## src/rtl/seq_pkg.sv

```systemverilog
// rtl/seq_pkg.sv - shared state type and default pattern for the serial pattern link
package seq_pkg;

    typedef enum logic [1:0] {
        IDLE = 2'd0,
        SEND = 2'd1,
        GAP  = 2'd2,
        FIN  = 2'd3
    } seq_state_e;

    localparam logic [3:0] DEF_PATTERN_1011 = 4'b1011;

endpackage

```

## src/rtl/seq_pattern_tx_if.sv

```systemverilog
// rtl/seq_pattern_tx_if.sv - control and serial-output bundle of the pattern transmitter
interface seq_pattern_tx_if #(
    parameter int PAT_W = 4,
    parameter int CNT_W = 4,
    parameter int GAP_W = 3
);
    logic             start;
    logic             abort;
    logic             use_def;
    logic [PAT_W-1:0] pat;
    logic [CNT_W-1:0] reps;
    logic [GAP_W-1:0] gap;
    logic             x;
    logic             x_valid;
    logic             frame_start;
    logic             busy;
    logic             done;

    modport master (
        output start, abort, use_def, pat, reps, gap,
        input  x, x_valid, frame_start, busy, done
    );

    modport slave (
        input  start, abort, use_def, pat, reps, gap,
        output x, x_valid, frame_start, busy, done
    );
endinterface

```

## src/rtl/seq_down_cnt.sv

```systemverilog
// rtl/seq_down_cnt.sv - loadable down-counter that holds at zero
module seq_down_cnt #(
    parameter int W = 4
) (
    input  logic         clk,
    input  logic         reset,
    input  logic         load_i,
    input  logic [W-1:0] load_val_i,
    input  logic         dec_i,
    output logic [W-1:0] cnt_o,
    output logic         is_one_o
);
    logic [W-1:0] cnt_q;
    logic [W-1:0] cnt_d;

    // Load beats decrement; decrementing stops at zero so the count never wraps.
    always_comb begin
        cnt_d = cnt_q;
        if (load_i) begin
            cnt_d = load_val_i;
        end else if (dec_i && (cnt_q != '0)) begin
            cnt_d = cnt_q - 1'b1;
        end
    end

    always_ff @(posedge clk) begin
        if (reset) begin
            cnt_q <= '0;
        end else begin
            cnt_q <= cnt_d;
        end
    end

    assign cnt_o    = cnt_q;
    assign is_one_o = (cnt_q == W'(1));
endmodule

```

## src/rtl/seq_pattern_tx.sv

```systemverilog
// rtl/seq_pattern_tx.sv - shifts a latched pattern out MSB-first with repeat count and idle gaps
module seq_pattern_tx
    import seq_pkg::*;
#(
    parameter int               PAT_W       = 4,
    parameter int               CNT_W       = 4,
    parameter int               GAP_W       = 3,
    parameter logic [PAT_W-1:0] DEF_PATTERN = DEF_PATTERN_1011
) (
    input logic             clk,
    input logic             reset,
    seq_pattern_tx_if.slave bus
);
    localparam int               IDX_W   = $clog2(PAT_W);
    localparam logic [IDX_W-1:0] IDX_TOP = IDX_W'(PAT_W - 1);

    seq_state_e       state_q, state_d;
    logic [PAT_W-1:0] pat_q, pat_d;
    logic [GAP_W-1:0] gap_q, gap_d;

    logic             bit_load, bit_dec, rep_load, rep_dec, gcnt_load, gcnt_dec;
    logic [IDX_W-1:0] bit_idx;
    logic [CNT_W-1:0] rep_cnt;
    logic [GAP_W-1:0] gcnt_val;
    logic             bit_one, rep_one, gcnt_one;
    logic             unused_cnt_bits;

    seq_down_cnt #(.W(IDX_W)) u_bit_cnt (
        .clk        (clk),
        .reset      (reset),
        .load_i     (bit_load),
        .load_val_i (IDX_TOP),
        .dec_i      (bit_dec),
        .cnt_o      (bit_idx),
        .is_one_o   (bit_one)
    );

    seq_down_cnt #(.W(CNT_W)) u_rep_cnt (
        .clk        (clk),
        .reset      (reset),
        .load_i     (rep_load),
        .load_val_i (bus.reps),
        .dec_i      (rep_dec),
        .cnt_o      (rep_cnt),
        .is_one_o   (rep_one)
    );

    seq_down_cnt #(.W(GAP_W)) u_gap_cnt (
        .clk        (clk),
        .reset      (reset),
        .load_i     (gcnt_load),
        .load_val_i (gap_q),
        .dec_i      (gcnt_dec),
        .cnt_o      (gcnt_val),
        .is_one_o   (gcnt_one)
    );

    assign unused_cnt_bits = ^{rep_cnt, gcnt_val, bit_one};

    always_comb begin
        state_d   = state_q;
        pat_d     = pat_q;
        gap_d     = gap_q;
        bit_load  = 1'b0;
        bit_dec   = 1'b0;
        rep_load  = 1'b0;
        rep_dec   = 1'b0;
        gcnt_load = 1'b0;
        gcnt_dec  = 1'b0;
        case (state_q)
            IDLE: begin
                // Start outranks abort here; abort is meaningless while idle.
                if (bus.start) begin
                    pat_d    = bus.use_def ? DEF_PATTERN : bus.pat;
                    gap_d    = bus.gap;
                    rep_load = 1'b1;
                    bit_load = 1'b1;
                    state_d  = (bus.reps == '0) ? FIN : SEND;
                end
            end
            SEND: begin
                if (bus.abort) begin
                    state_d = IDLE;
                end else if (bit_idx == '0) begin
                    rep_dec = 1'b1;
                    if (rep_one) begin
                        state_d = FIN;
                    end else if (gap_q == '0) begin
                        bit_load = 1'b1;
                    end else begin
                        state_d   = GAP;
                        gcnt_load = 1'b1;
                    end
                end else begin
                    bit_dec = 1'b1;
                end
            end
            GAP: begin
                if (bus.abort) begin
                    state_d = IDLE;
                end else if (gcnt_one) begin
                    state_d  = SEND;
                    bit_load = 1'b1;
                end else begin
                    gcnt_dec = 1'b1;
                end
            end
            FIN: begin
                state_d = IDLE;
            end
            default: begin
                state_d = IDLE;
            end
        endcase
    end

    always_ff @(posedge clk) begin
        if (reset) begin
            state_q <= IDLE;
            pat_q   <= '0;
            gap_q   <= '0;
        end else begin
            state_q <= state_d;
            pat_q   <= pat_d;
            gap_q   <= gap_d;
        end
    end

    assign bus.x           = (state_q == SEND) && pat_q[bit_idx];
    assign bus.x_valid     = (state_q == SEND);
    assign bus.frame_start = (state_q == SEND) && (bit_idx == IDX_TOP);
    assign bus.busy        = (state_q != IDLE);
    assign bus.done        = (state_q == FIN);
endmodule
```

## src/flat_wrapper.sv

```systemverilog
// flat-port wrapper written by rule: the top's interface ports become plain ports
module seq_pattern_tx_flat import seq_pkg::*;
#(
    parameter int               PAT_W       = 4,
    parameter int               CNT_W       = 4,
    parameter int               GAP_W       = 3,
    parameter logic [PAT_W-1:0] DEF_PATTERN = DEF_PATTERN_1011
)
  (clk, reset, bus_start, bus_abort, bus_use_def, bus_pat, bus_reps, bus_gap, bus_x, bus_x_valid, bus_frame_start, bus_busy, bus_done);
  seq_pattern_tx_if #(.PAT_W(PAT_W), .CNT_W(CNT_W), .GAP_W(GAP_W)) bus_i ();
  input logic clk;
  input logic reset;
  input wire logic [$bits(bus_i.start)-1:0] bus_start;
  input wire logic [$bits(bus_i.abort)-1:0] bus_abort;
  input wire logic [$bits(bus_i.use_def)-1:0] bus_use_def;
  input wire logic [$bits(bus_i.pat)-1:0] bus_pat;
  input wire logic [$bits(bus_i.reps)-1:0] bus_reps;
  input wire logic [$bits(bus_i.gap)-1:0] bus_gap;
  output wire logic [$bits(bus_i.x)-1:0] bus_x;
  output wire logic [$bits(bus_i.x_valid)-1:0] bus_x_valid;
  output wire logic [$bits(bus_i.frame_start)-1:0] bus_frame_start;
  output wire logic [$bits(bus_i.busy)-1:0] bus_busy;
  output wire logic [$bits(bus_i.done)-1:0] bus_done;
  assign bus_i.start = bus_start;
  assign bus_i.abort = bus_abort;
  assign bus_i.use_def = bus_use_def;
  assign bus_i.pat = bus_pat;
  assign bus_i.reps = bus_reps;
  assign bus_i.gap = bus_gap;
  assign bus_x = bus_i.x;
  assign bus_x_valid = bus_i.x_valid;
  assign bus_frame_start = bus_i.frame_start;
  assign bus_busy = bus_i.busy;
  assign bus_done = bus_i.done;
  seq_pattern_tx #(.PAT_W(PAT_W), .CNT_W(CNT_W), .GAP_W(GAP_W), .DEF_PATTERN(DEF_PATTERN)) u_core (.clk(clk), .reset(reset), .bus(bus_i));
endmodule
```

## config.mk

```make
export PLATFORM = sky130hd
export DESIGN_NAME = seq_pattern_tx_flat
export DESIGN_NICKNAME = d
export VERILOG_FILES = /design/src/rtl/seq_pkg.sv /design/src/rtl/seq_pattern_tx_if.sv /design/src/rtl/seq_down_cnt.sv /design/src/rtl/seq_pattern_tx.sv /design/src/flat_wrapper.sv
export SDC_FILE = /design/constraint.sdc
export NUM_CORES = 1
export LEC_CHECK = 0
export ABC_AREA = 1
export BUFFER_PORTS_ARGS = -buffer_cell sky130_fd_sc_hd__buf_2
export CAP_MARGIN = 20
export CORE_ASPECT_RATIO = 0.6
export CORE_MARGIN = 10
export CORE_UTILIZATION = 35
export DETAILED_ROUTE_END_ITERATION = 10
export GPL_TIMING_DRIVEN = 0
export MAX_ROUTING_LAYER = met4
export PLACE_DENSITY = 0.61
export SYNTH_ARGS = -nofsm -noshare
export SYNTH_HDL_FRONTEND = slang
export SYNTH_SLANG_ARGS = --single-unit
```

## constraint.sdc

```tcl
create_clock -name clk -period 2 [get_ports clk]
set_input_delay 0.4 -clock clk [delete_from_list [all_inputs] [get_ports clk]]
set_output_delay 0.4 -clock clk [all_outputs]
set_load 0.1 [all_outputs]
```

Word-level counts from Yosys, hierarchy flattened
Cells that the tools add are included.
{"block": "word_totals", "ff_bits": 18, "ramBits": 0, "mem_bits_ro": 0, "inputBits": 16, "latch_bits": 0, "mem_count": 0}
{"block": "op_classes", "n_eq_ne": 10, "n_addsub": 3, "n_shift": 0, "muxes": 41, "reduce_logical": 18, "n_div": 0, "magnitude_cmp": 1, "bitwise": 0, "multipliers": 0}
{"cell": "2-to-1 mux 1 bit", "n": 23}
{"cell": "2-to-1 mux 2 bit", "n": 10}
{"cell": "2-to-1 mux 4 bit", "n": 3}
{"cell": "nonzero test 2 bit", "n": 5}
{"cell": "one-hot mux 2 bit (4 select lines)", "n": 1}
{"cell": "equality test 2 bit (second input constant)", "n": 3}
{"cell": "2-to-1 mux 3 bit", "n": 2}
{"cell": "inequality test 3 x 2 -> 1 bit (second input constant)", "n": 2}
{"cell": "logical AND 1 bit", "n": 5}
{"cell": "equality test 4 x 1 -> 1 bit (second input constant)", "n": 1}
{"cell": "logical NOT 2 bit", "n": 2}
{"cell": "logical NOT 4 bit", "n": 1}
{"cell": "inequality test 4 x 3 -> 1 bit (second input constant)", "n": 1}
{"cell": "AND reduction 4 bit", "n": 1}
{"cell": "nonzero test 4 bit", "n": 1}
{"cell": "subtractor 4 x 1 -> 4 bit (second input constant)", "n": 1}
{"cell": "equality test 3 x 1 -> 1 bit (second input constant)", "n": 1}
{"cell": "logical NOT 3 bit", "n": 1}
{"cell": "less-than comparator 2 x 3 -> 1 bit (second input constant)", "n": 1}
{"cell": "one-hot mux 1 bit (3 select lines)", "n": 1}
{"cell": "nonzero test 3 bit", "n": 1}
{"cell": "subtractor 3 x 1 -> 3 bit (second input constant)", "n": 1}
{"cell": "binary-select mux 1 bit (select 2 bit)", "n": 1}
{"cell": "equality test 2 x 1 -> 1 bit (second input constant)", "n": 1}
{"cell": "3 further kinds", "n": 3}

Logic depth before layout (Yosys ltp)
{"block": "logic_depth", "word_depth": 7, "depth_mapped": 10, "depth_no_buf": 10}

Cells and area by module
Synthesis repeated with hierarchy kept, for this count alone.
{"block": "hier_totals", "cells_unflattened": 190, "area_unflattened_um2": 1233.7}
{"module": "seq_pattern_tx", "area_per_inst_um2": 553.0, "n_inst": 1, "cells_per_inst": 89, "seq_area_each_um2": 180.2}
{"module": "seq_down_cnt (u_core.u_rep_cnt)", "area_per_inst_um2": 296.5, "n_inst": 1, "cells_per_inst": 41, "seq_area_each_um2": 80.1}
{"module": "seq_down_cnt (u_core.u_gap_cnt)", "area_per_inst_um2": 231.5, "n_inst": 1, "cells_per_inst": 34, "seq_area_each_um2": 60.1}
{"module": "seq_down_cnt (u_core.u_bit_cnt)", "area_per_inst_um2": 152.6, "n_inst": 1, "cells_per_inst": 26, "seq_area_each_um2": 40.0}

Worst setup path after synthesis
Ideal clock, no wire load.
{"block": "synth_path", "path_kind": "flip-flop to flip-flop", "startpoint": "register u_core.state_q[0]", "endpoint": "register u_core.u_bit_cnt.cnt_q[1], in the netlist u_core.u_bit_cnt.cnt_o[1]", "period_less_slack_ns": 2.514, "stages_incl_launch_ff": 8, "arrival_time_ns": 2.404, "slack_ns": -0.514, "path_buffers": 0, "path_cell_list": "dfxtp_1 inv_2 nor2_1 nand2_1 a21oi_1 nand3_1 nand2_1 inv_1"}
{"block": "synth_via", "elab_chain_len": 4}
{"item": "from (decl)", "line": "seq_pattern_tx.sv:17", "source": "seq_state_e state_q, state_d;"}
{"item": "from (signal assigned)", "line": "seq_pattern_tx.sv:123", "source": "state_q <= state_d;"}
{"item": "equality test 2 x 1 -> 1 bit (*)"}
{"item": "net bus_x_valid", "line": "flat_wrapper.sv:20", "source": "output wire logic [$bits(bus_i.x_valid)-1:0] bus_x_valid;"}
{"item": "2-to-1 mux 1 bit", "line": "seq_pattern_tx.sv:70", "source": "case (state_q)"}
{"item": "logical AND 1 bit", "line": "seq_down_cnt.sv:21", "source": "end else if (dec_i && (cnt_q != '0)) begin"}
{"item": "nonzero test 2 bit (no source line)"}
{"item": "to (signal assigned)", "line": "seq_down_cnt.sv:30", "source": "cnt_q <= cnt_d;"}
{"item": "to (decl)", "line": "seq_down_cnt.sv:13", "source": "logic [W-1:0] cnt_q;"}
Mark *: on every way through the listed nets, which the timed path passes. The rest lies on a longest branch.
A chain may end at the register's enable or synchronous reset.

Worst setup path after layout
{"block": "layout_path", "startpoint": "register u_core.u_bit_cnt.cnt_q[0], in the netlist u_core.u_bit_cnt.cnt_o[0]", "endpoint": "output port bus_x"}
{"block": "layout_via", "elab_chain_len": 3}
{"item": "binary-select mux 1 bit (select 2 bit)", "line": "seq_pattern_tx.sv:129", "source": "assign bus.x = (state_q == SEND) && pat_q[bit_idx];"}
{"item": "2-to-1 mux 1 bit (implied by the code)", "line": "seq_pattern_tx.sv:129"}
{"item": "logical AND 1 bit", "line": "seq_pattern_tx.sv:129"}
{"item": "to (decl)", "line": "flat_wrapper.sv:19", "source": "output wire logic [$bits(bus_i.x)-1:0] bus_x;"}
No other way between the ends. The select of a mux whose other input is x is not followed.

==> impl_metrics.toml <==
[run_status]
outcome = "completed"

[place]
port-buffer-count = 19
dpl_cell_area_sq_mm = 0.00137
dp_hpwl_um = 2260
dp_slack_ps = 361
routabilityCongestion = 0.776

[cells_and_area]
ff_latch_area_sq_um = 360
final_area_sq_mm = 0.00143
final_nets = 229
final.fill_count = 360
area_delta_synth_final_pct = 18.0
multi_input_area_sq_um = 707
num_antenna_cells = 0
drive_gt1_frac = 0.210

[cts]
cts_tree = "yes"
insertion_delay_ps = 250
cts_sinks = 18
numCtsBuffers = 3
root_buffer = "clkbuf_8"
clock_path_buffers = 2
clkSlewWorstSetupHoldPaths_ps = 70
htreeDepth = 1
post_cts_buffers = 0

[routing]
route.met2.wl_um = 1090
met3WireLength_um = 182
dr.first_iter.drc_count = 30
maxUsedRoutingLayer = "met4"
drc = 0
wl_per_cell_um = 11.2
wl_met1_um = 1500
drt_wl_total_um = 2800
drtAntennaViolNets = 0
vias = 1105
first_pass_iters = 4
viasPerCell = 4.42

[timing]
finalHoldViolCount = 0
slew_headroom = 0.670
rsz0062_at_grt = "false"
setup_tns_ps = 0
worst_pin_slew_ps = 495
fmax_ghz = 0.555
final.setup.worst_slack_ps = 198
drv_slew = 0
hold-worst-slack_ps = 368
post-route-period-util = 0.901
period_minus_slack_ps = 1800
finalClockSkew_ps = 2.74
setup_viol_count_final = 0

[setup_path]
end_kind = "primary output"
startpoint_type = "flip-flop"
reg2reg_depth = 9
rr_endpoint = "u_core.u_rep_cnt.cnt_o[2]$_SDFFE_PP0P_"
path_common_cell = "nor2_1"
cpMaxStageDelayCell = "dfxtp_1"
crit_path_max_incr_delay_ps = 420
cp.arrival_ps = 1400
worstPathRequired_ps = 1600
path_max_fanout = 5
rr_startpoint = "u_core.u_bit_cnt.cnt_o[0]$_SDFFE_PP0P_"
crit_chain = "nor2_1 > nor2_1 > o21ai_0 > a21oi_2 > clkbuf_4"
rrSetupSlack_ps = 550
crit_type = "flip-flop to primary output"

[logic_synthesis]
synth_area_per_cell_sq_um = 6.64
synth_seq_cells = 18
synthFlopType = "dfxtp_1"
async_flop_share = 0
syn-num-nets = 205
synthCells = 182
synth-edff-count = 0
synth-seq-area-share = 0.298
syn_area_sq_mm = 0.00121
ys.warnings.count = 0
yosys.cell_types.count = 25

[global_routing]
grt_util_all_layers = 0.0967
overflow = 0
first_global_vias = 980
grt_pass1_wl_um = 4690
grt_max_degree = 11
antenna_found_initial = 0

[power]
vdd_drop_max_v = 0.000398
pwr-share-clk = 0.257
p_int_uw = 706
power.total_mw = 1.15
leakage_nw = 0.717
switching_share = 0.384
power_density_mw_per_mm2 = 803
pwr-share-seq = 0.376
netSwitchingPower_uw = 439
pwr-share-comb = 0.366

[worst_hold_path]
hold_class = "primary input to flip-flop"
min_from = "bus_gap[1]"
hold_end = "u_core.gap_q[1]$_SDFFE_PP0P_"
hold_path_depth = 3

[floorplanning]
die-area_sq_mm = 0.00628
core_sq_mm = 0.00328
fp-row-count = 16
start_util = 0.368
die_w_um = 95.9
io_pins = 21
fp.dieH_um = 65.5

[run]
cap_violations = 0
==> what timing repair did <==
| action | 4_1_cts | 5_1_grt |
|---|---|---|
| endpoints found under the setup margin | 0 | 1 |
| hold buffers | 0 | 0 |
| resized for setup | 0 | 1 |
==> Yosys cell counts, types with 2 or more instances <==
master / instances / area, sq um
dfxtp_1: 18 / 360
inv_2: 3 / 11.3
nand2_2: 2 / 12.5
inv_1: 29 / 109
nand2_1: 34 / 128
nand3_2: 2 / 20.0
a21oi_2: 2 / 17.5
xor2_1: 2 / 17.5
o21ai_0: 10 / 50.1
buf_6: 2 / 22.5
nor2_1: 28 / 105
a21oi_1: 11 / 55.1
o21ai_1: 3 / 15.0
nand2_4: 2 / 22.5
ha_1: 7 / 87.6
nand3_1: 18 / 90.1
==> logic make-up (layout without fill, tap and decap cells) <==
family	count (synthesis)	after routing	synth area share
xor gates and xnor gates	3	3	0.0217
AOI/OAI and AO/OA	26	26	0.114
buffers and inverters	36	59	0.124
adders and majority gates	7	7	0.0725
and+or+nand+nor	92	92	0.370
DFF	18	18	0.298
==> placed cells by master (no fill, tap or decap), types with 3 or more instances in the layout <==
master / Yosys / layout
ha_1: 7 / 7
o21ai_0: 10 / 10
nand2_1: 34 / 34
dfxtp_1: 18 / 18
buf_2: 0 / 18
a21oi_1: 11 / 10
inv_2: 3 / 3
o21ai_1: 3 / 3
nor2_1: 28 / 26
a21oi_2: 2 / 3
inv_1: 29 / 29
clkbuf_8: 0 / 4
nor2_2: 1 / 3
nand3_1: 18 / 18
==> worst max path at each step <==
| stage | slack (ps) | cells past startpoint | startpoint | to |
|---|---|---|---|---|
| 6_report | 200 | 5 | u_core.u_bit_cnt.cnt_o[0]$_SDFFE_PP0P_ | bus_x |
| 5_1_grt | 4 | 5 | u_core.u_bit_cnt.cnt_o[0]$_SDFFE_PP0P_ | bus_x |
| 4_1_cts | 70 | 5 | u_core.u_bit_cnt.cnt_o[0]$_SDFFE_PP0P_ | bus_x |
| 3_5_place_dp | 360 | 5 | u_core.u_bit_cnt.cnt_o[0]$_SDFFE_PP0P_ | bus_x |
| 3_3_place_gp | 380 | 5 | u_core.u_bit_cnt.cnt_o[0]$_SDFFE_PP0P_ | bus_x |
| 2_1_floorplan | 40 | 7 | u_core.state_q[0]$_SDFFE_PP0P_ | u_core.u_bit_cnt.cnt_o[1]$_SDFFE_PP0P_ |
==> sequential cells by signal (all words and copies together), names as in the netlist <==
register / flops
u_core.u_gap_cnt.cnt_o: 3
u_core.gap_q: 3
u_core.u_rep_cnt.cnt_o: 4
u_core.u_bit_cnt.cnt_o: 2
u_core.state_q: 2
u_core.pat_q: 4
==> per-layer routing <==
| metal | vias up | global-route usage |
|---|---|---|
| met5 | - | - |
| met4 | 0 | 0.0275 |
| met1 | 464 | 0.135 |
| met3 | 5 | 0.0295 |
| met2 | 23 | 0.129 |
| li1 | 613 | - |
==> critical path: cells and delay by family, from the launching register on <==
family                 cells  cell delay, ps
buffers and inverters      1             340
DFF                        1             420
and+or+nand+nor            2             140
AOI/OAI and AO/OA          2             250
==> metrics by stage <==
step                      std cells   util
after global routing            250  0.434
after global placement          246  0.417
after floorplan                 182      -
after CTS                       250  0.434
final                           250  0.434
after detailed placement        246  0.417
==> final cells by class <==
| type | instances | share of cell area |
|---|---|---|
| multi-input cells | 128 | 0.496 |
| flip-flops and latches | 18 | 0.253 |
| inverters | 33 | 0.0868 |
| repair buffers | 19 | 0.0684 |
| well taps | 45 | 0.0395 |
| clock buffers | 4 | 0.0386 |
| plain buffers | 3 | 0.0184 |
==> power by group through the flow <==
| stage | registers, mW | logic, mW | clock network [mW] |
|---|---|---|---|
| after floorplan | 0.432 | 0.341 | 0 |
| after global placement | 0.439 | 0.417 | 0 |
| after detailed placement | 0.440 | 0.420 | 0 |
| after CTS | 0.431 | 0.421 | 0.310 |
| after global routing | 0.438 | 0.469 | 0.328 |
| final | 0.431 | 0.420 | 0.295 |
(Power assumes the default switching activity.)
